<file path="src/rtl/tcm_arb_ctrl_if.sv">
// Requestor-side bundle of the TCM arbiter: per-port command and response channels,
// with per-port fields packed side by side (port i at [i*W +: W]).
interface tcm_arb_ctrl_if #(
  parameter int NPORT = 2,
  parameter int AW    = 16,
  parameter int DW    = 32,
  parameter int MW    = 4
);
  logic [NPORT-1:0]    cmd_valid;
  logic [NPORT-1:0]    cmd_ready;
  logic [NPORT-1:0]    cmd_read;
  logic [NPORT*AW-1:0] cmd_addr;
  logic [NPORT*DW-1:0] cmd_wdata;
  logic [NPORT*MW-1:0] cmd_wmask;
  logic [NPORT-1:0]    rsp_valid;
  logic [NPORT-1:0]    rsp_ready;
  logic [DW-1:0]       rsp_rdata;

  modport master (
    output cmd_valid, cmd_read, cmd_addr, cmd_wdata, cmd_wmask, rsp_ready,
    input  cmd_ready, rsp_valid, rsp_rdata
  );

  modport slave (
    input  cmd_valid, cmd_read, cmd_addr, cmd_wdata, cmd_wmask, rsp_ready,
    output cmd_ready, rsp_valid, rsp_rdata
  );
endinterface

</file>
<file path="src/rtl/tcm_arb_ctrl.sv">
// Round-robin arbiter of NPORT requestors onto one single-port TCM SRAM, with one
// pipelined access per cycle and a one-entry response buffer for stalled responses.
module tcm_arb_ctrl #(
  parameter int NPORT = 2,
  parameter int AW    = 16,
  parameter int DW    = 32,
  parameter int MW    = 4
) (
  input  logic           clk,
  input  logic           rst_n,
  tcm_arb_ctrl_if.slave  req,
  output logic           ram_cs,
  output logic           ram_we,
  output logic [AW-1:0]  ram_addr,
  output logic [MW-1:0]  ram_wem,
  output logic [DW-1:0]  ram_din,
  input  logic [DW-1:0]  ram_dout,
  output logic           tcm_active
);

  localparam int PW = (NPORT > 1) ? $clog2(NPORT) : 1;

  typedef enum logic [1:0] {IDLE, RSP, HOLD} state_t;

  state_t        state;
  logic [PW-1:0] owner;
  logic [PW-1:0] rr_ptr;
  logic          rsp_is_read;
  logic [DW-1:0] hold_q;

  logic          owner_ready;
  logic          can_issue;
  logic          grant_valid;
  logic [PW-1:0] grant;
  logic [DW-1:0] rsp_data;

  assign owner_ready = req.rsp_ready[owner];
  assign can_issue   = rst_n && ((state == IDLE) || owner_ready);

  // Search starts one past the last winner so every valid port is served within NPORT grants.
  always_comb begin
    logic [PW:0] idx;
    grant_valid = 1'b0;
    grant       = '0;
    idx         = '0;
    if (can_issue) begin
      for (int k = 1; k <= NPORT; k++) begin
        idx = {1'b0, rr_ptr} + (PW+1)'(k);
        if (int'(idx) >= NPORT) idx = idx - (PW+1)'(NPORT);
        if (!grant_valid && req.cmd_valid[idx[PW-1:0]]) begin
          grant_valid = 1'b1;
          grant       = idx[PW-1:0];
        end
      end
    end
  end

  always_comb begin
    ram_cs   = grant_valid;
    ram_we   = 1'b0;
    ram_addr = '0;
    ram_wem  = '0;
    ram_din  = '0;
    if (grant_valid) begin
      ram_we   = ~req.cmd_read[grant];
      ram_addr = req.cmd_addr[grant*AW +: AW];
      ram_wem  = req.cmd_wmask[grant*MW +: MW];
      ram_din  = req.cmd_wdata[grant*DW +: DW];
    end
  end

  // Write responses carry zero data; the SRAM output is only meaningful after a read.
  always_comb begin
    rsp_data = '0;
    if (state == HOLD)                    rsp_data = hold_q;
    else if (state == RSP && rsp_is_read) rsp_data = ram_dout;
  end

  always_comb begin
    req.cmd_ready = '0;
    req.rsp_valid = '0;
    for (int i = 0; i < NPORT; i++) begin
      req.cmd_ready[i] = grant_valid && (grant == PW'(i));
      req.rsp_valid[i] = (state != IDLE) && (owner == PW'(i));
    end
  end

  assign req.rsp_rdata = rsp_data;
  assign tcm_active    = rst_n && ((|req.cmd_valid) || (state != IDLE));

  always_ff @(posedge clk) begin
    if (!rst_n) begin
      state       <= IDLE;
      rr_ptr      <= PW'(NPORT-1);
      owner       <= '0;
      rsp_is_read <= 1'b0;
      hold_q      <= '0;
    end else if (grant_valid) begin
      state       <= RSP;
      rr_ptr      <= grant;
      owner       <= grant;
      rsp_is_read <= req.cmd_read[grant];
    end else if (state == RSP && !owner_ready) begin
      state  <= HOLD;
      hold_q <= rsp_data;
    end else if (state != IDLE && owner_ready) begin
      state <= IDLE;
    end
  end

endmodule

</file>
<file path="src/flat_wrapper.sv">
// flat-port wrapper written by rule: the top's interface ports become plain ports
module tcm_arb_ctrl_flat 
#(
  parameter int NPORT = 2,
  parameter int AW    = 16,
  parameter int DW    = 32,
  parameter int MW    = 4
)
  (clk, rst_n, ram_cs, ram_we, ram_addr, ram_wem, ram_din, ram_dout, tcm_active, req_cmd_valid, req_cmd_read, req_cmd_addr, req_cmd_wdata, req_cmd_wmask, req_rsp_ready, req_cmd_ready, req_rsp_valid, req_rsp_rdata);
  tcm_arb_ctrl_if #(.NPORT(NPORT), .AW(AW), .DW(DW), .MW(MW)) req_i ();
  input  logic clk;
  input  logic rst_n;
  output logic ram_cs;
  output logic ram_we;
  output logic [AW-1:0] ram_addr;
  output logic [MW-1:0] ram_wem;
  output logic [DW-1:0] ram_din;
  input  logic [DW-1:0] ram_dout;
  output logic tcm_active;
  input wire logic [$bits(req_i.cmd_valid)-1:0] req_cmd_valid;
  input wire logic [$bits(req_i.cmd_read)-1:0] req_cmd_read;
  input wire logic [$bits(req_i.cmd_addr)-1:0] req_cmd_addr;
  input wire logic [$bits(req_i.cmd_wdata)-1:0] req_cmd_wdata;
  input wire logic [$bits(req_i.cmd_wmask)-1:0] req_cmd_wmask;
  input wire logic [$bits(req_i.rsp_ready)-1:0] req_rsp_ready;
  output wire logic [$bits(req_i.cmd_ready)-1:0] req_cmd_ready;
  output wire logic [$bits(req_i.rsp_valid)-1:0] req_rsp_valid;
  output wire logic [$bits(req_i.rsp_rdata)-1:0] req_rsp_rdata;
  assign req_i.cmd_valid = req_cmd_valid;
  assign req_i.cmd_read = req_cmd_read;
  assign req_i.cmd_addr = req_cmd_addr;
  assign req_i.cmd_wdata = req_cmd_wdata;
  assign req_i.cmd_wmask = req_cmd_wmask;
  assign req_i.rsp_ready = req_rsp_ready;
  assign req_cmd_ready = req_i.cmd_ready;
  assign req_rsp_valid = req_i.rsp_valid;
  assign req_rsp_rdata = req_i.rsp_rdata;
  tcm_arb_ctrl #(.NPORT(NPORT), .AW(AW), .DW(DW), .MW(MW)) u_core (.clk(clk), .rst_n(rst_n), .req(req_i), .ram_cs(ram_cs), .ram_we(ram_we), .ram_addr(ram_addr), .ram_wem(ram_wem), .ram_din(ram_din), .ram_dout(ram_dout), .tcm_active(tcm_active));
endmodule
</file>
<file path="config.mk">
export PLATFORM = sky130hd
export DESIGN_NAME = tcm_arb_ctrl_flat
export DESIGN_NICKNAME = d
export VERILOG_FILES = /design/src/rtl/tcm_arb_ctrl_if.sv /design/src/rtl/tcm_arb_ctrl.sv /design/src/flat_wrapper.sv
export SDC_FILE = /design/constraint.sdc
export NUM_CORES = 1
export LEC_CHECK = 0
export ABC_AREA = 1
export ABC_CLOCK_PERIOD_IN_PS = 1300
export CAP_MARGIN = 20
export CORE_MARGIN = 3
export CORE_UTILIZATION = 29
export DETAILED_ROUTE_END_ITERATION = 16
export PLACE_DENSITY = 0.78
export SETUP_SLACK_MARGIN = 0.2
export SYNTH_ARGS = -nofsm -noshare
export SYNTH_HDL_FRONTEND = slang
export SYNTH_SLANG_ARGS = --single-unit
</file>
<file path="constraint.sdc">
create_clock -name clk -period 1.3 [get_ports clk]
set_clock_uncertainty 0.15 [all_clocks]
set_input_delay 0.13 -clock clk [delete_from_list [all_inputs] [get_ports clk]]
set_output_delay 0.13 -clock clk [all_outputs]
set_load 0.02 [all_outputs]
</file>
======== Word level (Yosys, flattened, before mapping) ========
Cells that the tools add are included.
word-level totals
  output and inout bits ................... 91
  flip-flop bits (word level) ............. 37
  logic and storage cells ................. 75
cells by class
  shift operators ......................... 3
  multiplexer cells ....................... 28
  add/sub/neg operators ................... 4
  equal/unequal tests ..................... 2
  reduce and logical (&&, ||, !) cells .... 21
  order comparisons ....................... 6
  bitwise logic cells ..................... 5
operators with widths
  cell                                                                  count
  32-bit 2-to-1 mux                                                     3
  64-bit by 7-bit variable part select with 32-bit output               1
  32-bit by 6-bit variable part select with 16-bit output               1
  1-bit 2-to-1 mux                                                      21
  16-bit 2-to-1 mux                                                     1
  1-bit logical AND                                                     10
  1-bit by 2-bit < comparator with 1-bit output, second input constant  4
  8-bit by 4-bit variable part select with 4-bit output                 1
  1-bit NOT                                                             5
  2-bit greater-or-equal comparator, second input constant              2
  2-bit 2-to-1 mux                                                      2
  4-bit 2-to-1 mux                                                      1
  2-bit nonzero test                                                    2
  2-bit OR reduction                                                    2
  3-bit nonzero test                                                    1
  1-bit by 1-bit adder with 2-bit output, second input constant         1
  1-bit by 2-bit adder with 2-bit output, second input constant         1
  2-bit by 1-bit == test with 1-bit output, second input constant       1
  2-bit == test, second input constant                                  1
  1-bit logical NOT                                                     2
  2-bit logical NOT                                                     1
  1-bit logical OR                                                      2
  2-bit AND reduction                                                   1
  1-bit subtractor, second input constant                               2

======== Longest topological paths before layout ========
  depth in word-level cells ............... 17
  gate-level depth with buffers ........... 8
  gate-level depth less buffers ........... 7

======== Least setup slack after synthesis ========
Ideal clock, no wire load.
  path type ............................... register to output
  start ................................... reg u_core.state[0]
  end ..................................... out ram_we
  arrival ................................. 1,267 ps
  buffers on the path ..................... 0
  cell stages (with the launch flop) ...... 8
  slack ................................... -247 ps
  path through ............................ dfxtp_1 -> inv_2 -> nand2_1 -> nand3_2 -> nand3_1 -> inv_1 -> nand2_1 -> nor2_1
between the ends
  elaborated cells between the ends (all ways) .. 9
RTL lines
  what                    RTL line             RTL
  from (decl)             tcm_arb_ctrl.sv:25   state_t state;
  from (signal assigned)  tcm_arb_ctrl.sv:93   state <= IDLE;
  from (signal assigned)  tcm_arb_ctrl.sv:99   state <= RSP;
  from (signal assigned)  tcm_arb_ctrl.sv:104  state <= HOLD;
  2-bit logical NOT       tcm_arb_ctrl.sv:38   assign can_issue = rst_n && ((state == IDLE) || owner_ready);
  1-bit logical OR        tcm_arb_ctrl.sv:38
  1-bit logical AND       tcm_arb_ctrl.sv:38
  1-bit 2-to-1 mux        tcm_arb_ctrl.sv:46   if (can_issue) begin
  named net ram_cs        flat_wrapper.sv:13   output logic ram_cs;
  1-bit 2-to-1 mux        tcm_arb_ctrl.sv:64   if (grant_valid) begin
  to (decl)               flat_wrapper.sv:14   output logic ram_we;
The timed path passes the listed nets, and every way through them passes these cells. The select of a mux whose other input is x is not followed.

======== Final worst setup path ========
  start ................................... reg u_core.state[0]
  end ..................................... out req_rsp_rdata[16]
between the ends
  cells in the longest elaborated chain, start to end .. 4
  elaborated cells between the ends (all ways) .. 5
RTL lines
  what                                      RTL line            RTL
  2-bit by 1-bit == test with 1-bit output  tcm_arb_ctrl.sv:76  else if (state == RSP && rsp_is_read) rsp_data = ram_dout;
  1-bit logical AND                         tcm_arb_ctrl.sv:76
  32-bit 2-to-1 mux                         tcm_arb_ctrl.sv:76
  32-bit 2-to-1 mux *                       tcm_arb_ctrl.sv:75  if (state == HOLD) rsp_data = hold_q;
  to (decl)                                 flat_wrapper.sv:28  output wire logic [$bits(req_i.rsp_rdata)-1:0] req_rsp_rdata;
Mark *: on every way between the ends. The rest lies on a longest branch, timed or not.

==> impl_results.md <==
* FF-to-FF Start: u_core.state[1]
* WP buf/inv at 6
* Diode count at 0
* R2r setup slk at -380 ps
* Worst rel slew slack at 80.8%
* WL/cell at 14.8 um
* Compound-cell area share of the yosys netlist at 9.96%
* Die W at 102 um
* Critical Path End Type: output port
* Cell Area, Synth at 2660 sq um
* Largest net degree at the start of global routing at 36
* Initial DRC Count at 79
* Max-Cap Viols at 0
* CP dominant cell by count: buf_6
* Worst EP arrival at 1590 ps
* Max Root-Sink Buffers at 2
* Crit path cell chain: inv_2 -> buf_6 -> buf_6 -> nand2_8 -> buf_16 -> buf_12 -> o22ai_4 -> buf_6
* Most common cell after layout, fill and taps aside: nand2_1
* PortBufs at 234
* Clk Tree Root Cell: clkbuf_8
* Status: complete, but fails checks
* Hold path cells at 2
* Largest family of logic cells by synthesized area: simple AND/OR/NAND/NOR gates
* Die Area at 10400 sq um
* Tcrit/Tclk final at 144%
* Hold crit path type: flop to flop
* Final hold violation count at 0
* Reg clk slew, reported paths at 70 ps
* Initial cell density of the core at 30.3%
* Detailed-router iteration count before antenna repair at 4
* Layout filler cell count at 550
* RSZ-0062 raised after global routing: true
* GR Overflow Total at 0
* Synth top area cells: nand2_1 33%, dfxtp_1 28%, inv_1 10%, nor2_1 9.9%, o22ai_1 5.9%
* Warnings, synthesis at 0
* Critical path type: flop to output port
* Post-DP HPWL at 8.97 mm
* Pre-CTS setup slack at -1030 ps
* Setup-failing EPs final at 127
* H-tree lvl count at 2
* Post-Synth Simple-Gate Area at 45.5%
* CORE AREA at 8810 sq um
* Flops & latches, synth at 37
* Synth top area share at 32.6%
* GRT Total Usage at 22.7%
* Clk sinks at 37
* Total routed wirelength at 13.3 mm
* Netlist cell types at 20
* Critical-path maximum fanout at 4
* Lkg Pwr at 3.29 nW
* DR vias/cell at 4.60
* Xor-xnor portion of the synthesized cell area at 0%
* Remaining antenna violation count after routing at 0
* Fin worst setup slack at -573 ps
* Hold_sp: u_core.rr_ptr
* Pwr/cell area at 718 nW/um^2
* # DRC at 0
* Failing checks: setup timing
* Post-synthesis mux area share at 0%
* Total power at 0.00502 W
* Die Y at 102 um
* DR vias at 4129
* Adder-cell share of the synthesized area at 0%
* Synth area leader: nand2_1
* Reg-to-Reg End: u_core.hold_q[7]
* Worst-Skew Late Latency at 290 ps
* Area grow syn2layout at 163%
* Part of the Yosys area used for sequential elements at 27.8%
* Peak supply drop at 0.000402 V
* GPL Wtd Cong at 0.761
* Top Ports at 235
* First-pass GRT wire length at 18.9 mm
* Syn Inst Count at 487
* Mapped Nets at 631
* Finished Layout Cells at 897
* Slowest cell on crit path: dfxtp_2
* Tmin final at 1870 ps
* Register-to-Register Path Depth at 11
* Num CTS Buffers at 5
* Slew Limit Fails at 0
* TritonCTS clock tree: built
* Crit-path leading delay family: buffers and inverters
* Placed cells at 854
* Setup crit start kind: flop
* Average footprint of a synthesized cell at 5.47 sq um
* Share of cells above drive strength 1 at 39.3%
* Max incr delay on CP at 330 ps
* Vias in the first global route at 4054
* Initial antenna violation count at 0
* Most frequent cells in the layout: 175 x nand2_1, 142 x clkdlybuf4s50_1, 124 x buf_6
* Nets at 933
* Worst-margin pin slew at 288 ps
* Critical path data required time at 1020 ps
* # rows at 34
* Hold Path Sink: u_core.rr_ptr
* Max Clock Freq at 534 MHz
state kept, by name, indices dropped and copies added (netlist names):
signal and cells:
u_core.owner 1, u_core.rsp_is_read 1, u_core.hold_q 32, u_core.rr_ptr 1, u_core.state 2
cells in the mapped netlist:
cell / count
a21oi_1: 2
dfxtp_1: 37
nand3_4: 1
nand2_1: 231
nand3_2: 3
buf_4: 5
nand4_1: 1
o22ai_2: 7
clkbuf_1: 2
inv_2: 5
nand3_1: 4
o22ai_1: 25
o21ai_0: 1
buf_1: 1
inv_1: 72
buf_6: 3
buf_2: 15
and2_2: 1
a31oi_1: 1
nor2_1: 70
worst register-to-register path: cells and delay by family, from the launching register on:
kind | cells | cell delay (ps)
compound gates | 1 | 150
buf+inv | 7 | 780
flops | 1 | 330
simple gates | 3 | 210
logic make-up (layout without fill, tap and decap cells):
| family | after synthesis | after routing |
|---|---|---|
| buffers and inverters | 103 | 405 |
| flip-flops | 37 | 37 |
| AND/OR/NAND/NOR | 311 | 311 |
| AO/OA/AOI/OAI | 36 | 36 |
per-layer routing:
metal	wire (um)	vias to the layer above	GRT usage, %
li1	-	2058	-
met1	4670	1887	24.3
met2	7410	155	43.6
met3	911	29	5.60
met4	328	0	6.96
met5	0	-	0
layout make-up:
class | count | area [sq um] | area share, %
sequential | 37 | 744 | 10.6
multi-input combinational | 347 | 2180 | 31.2
inverter | 77 | 299 | 4.27
tap | 108 | 135 | 1.93
timing repair buffer | 321 | 3550 | 50.7
clock buffer | 7 | 86.3 | 1.23
report_power, final:
part | internal [W] | switching (W) | total (W)
logic | 0.00154 | 0.00138 | 0.00292
registers | 0.00124 | 0.0000396 | 0.00128
clock network | 0.000421 | 0.000402 | 0.000823
worst max-delay path by stage:
stage	start	to	slack, ps	cells past startpoint
finish	u_core.state[0]	req_rsp_rdata[16]	-570	8
CTS	u_core.owner	ram_wem[2]	-620	9
detailed placement	req_cmd_valid[1]	ram_addr[13]	-1030	9
global placement	req_cmd_valid[1]	ram_addr[13]	-980	9
floorplan	u_core.state[1]	ram_we	-70	7
global route	u_core.state[1]	ram_din[16]	-680	9
stage by stage:
stage / instance area, sq um / utilization, % / setup TNS, ps / hold slack [ps]
floorplan: 3130 / - / -4070 / 145
global placement: 5890 / 66.8 / -80180 / 299
detailed placement: 5890 / 66.8 / -84220 / 297
CTS: 6540 / 74.3 / -45710 / 335
global route: 7000 / 79.5 / -63150 / 417
finish: 7000 / 79.5 / -52830 / 372
timing repair:
item | CTS | global route
hold endpoints to repair | 0 | 0
buffers inserted | 18 | 11
hold buffers | 0 | 0
resized for setup | 572 | 87
gates cloned | 4 | 3
setup endpoints to repair | 127 | 127
pin swaps | 6 | 31
Note: power is estimated with default switching activity, not from simulation.
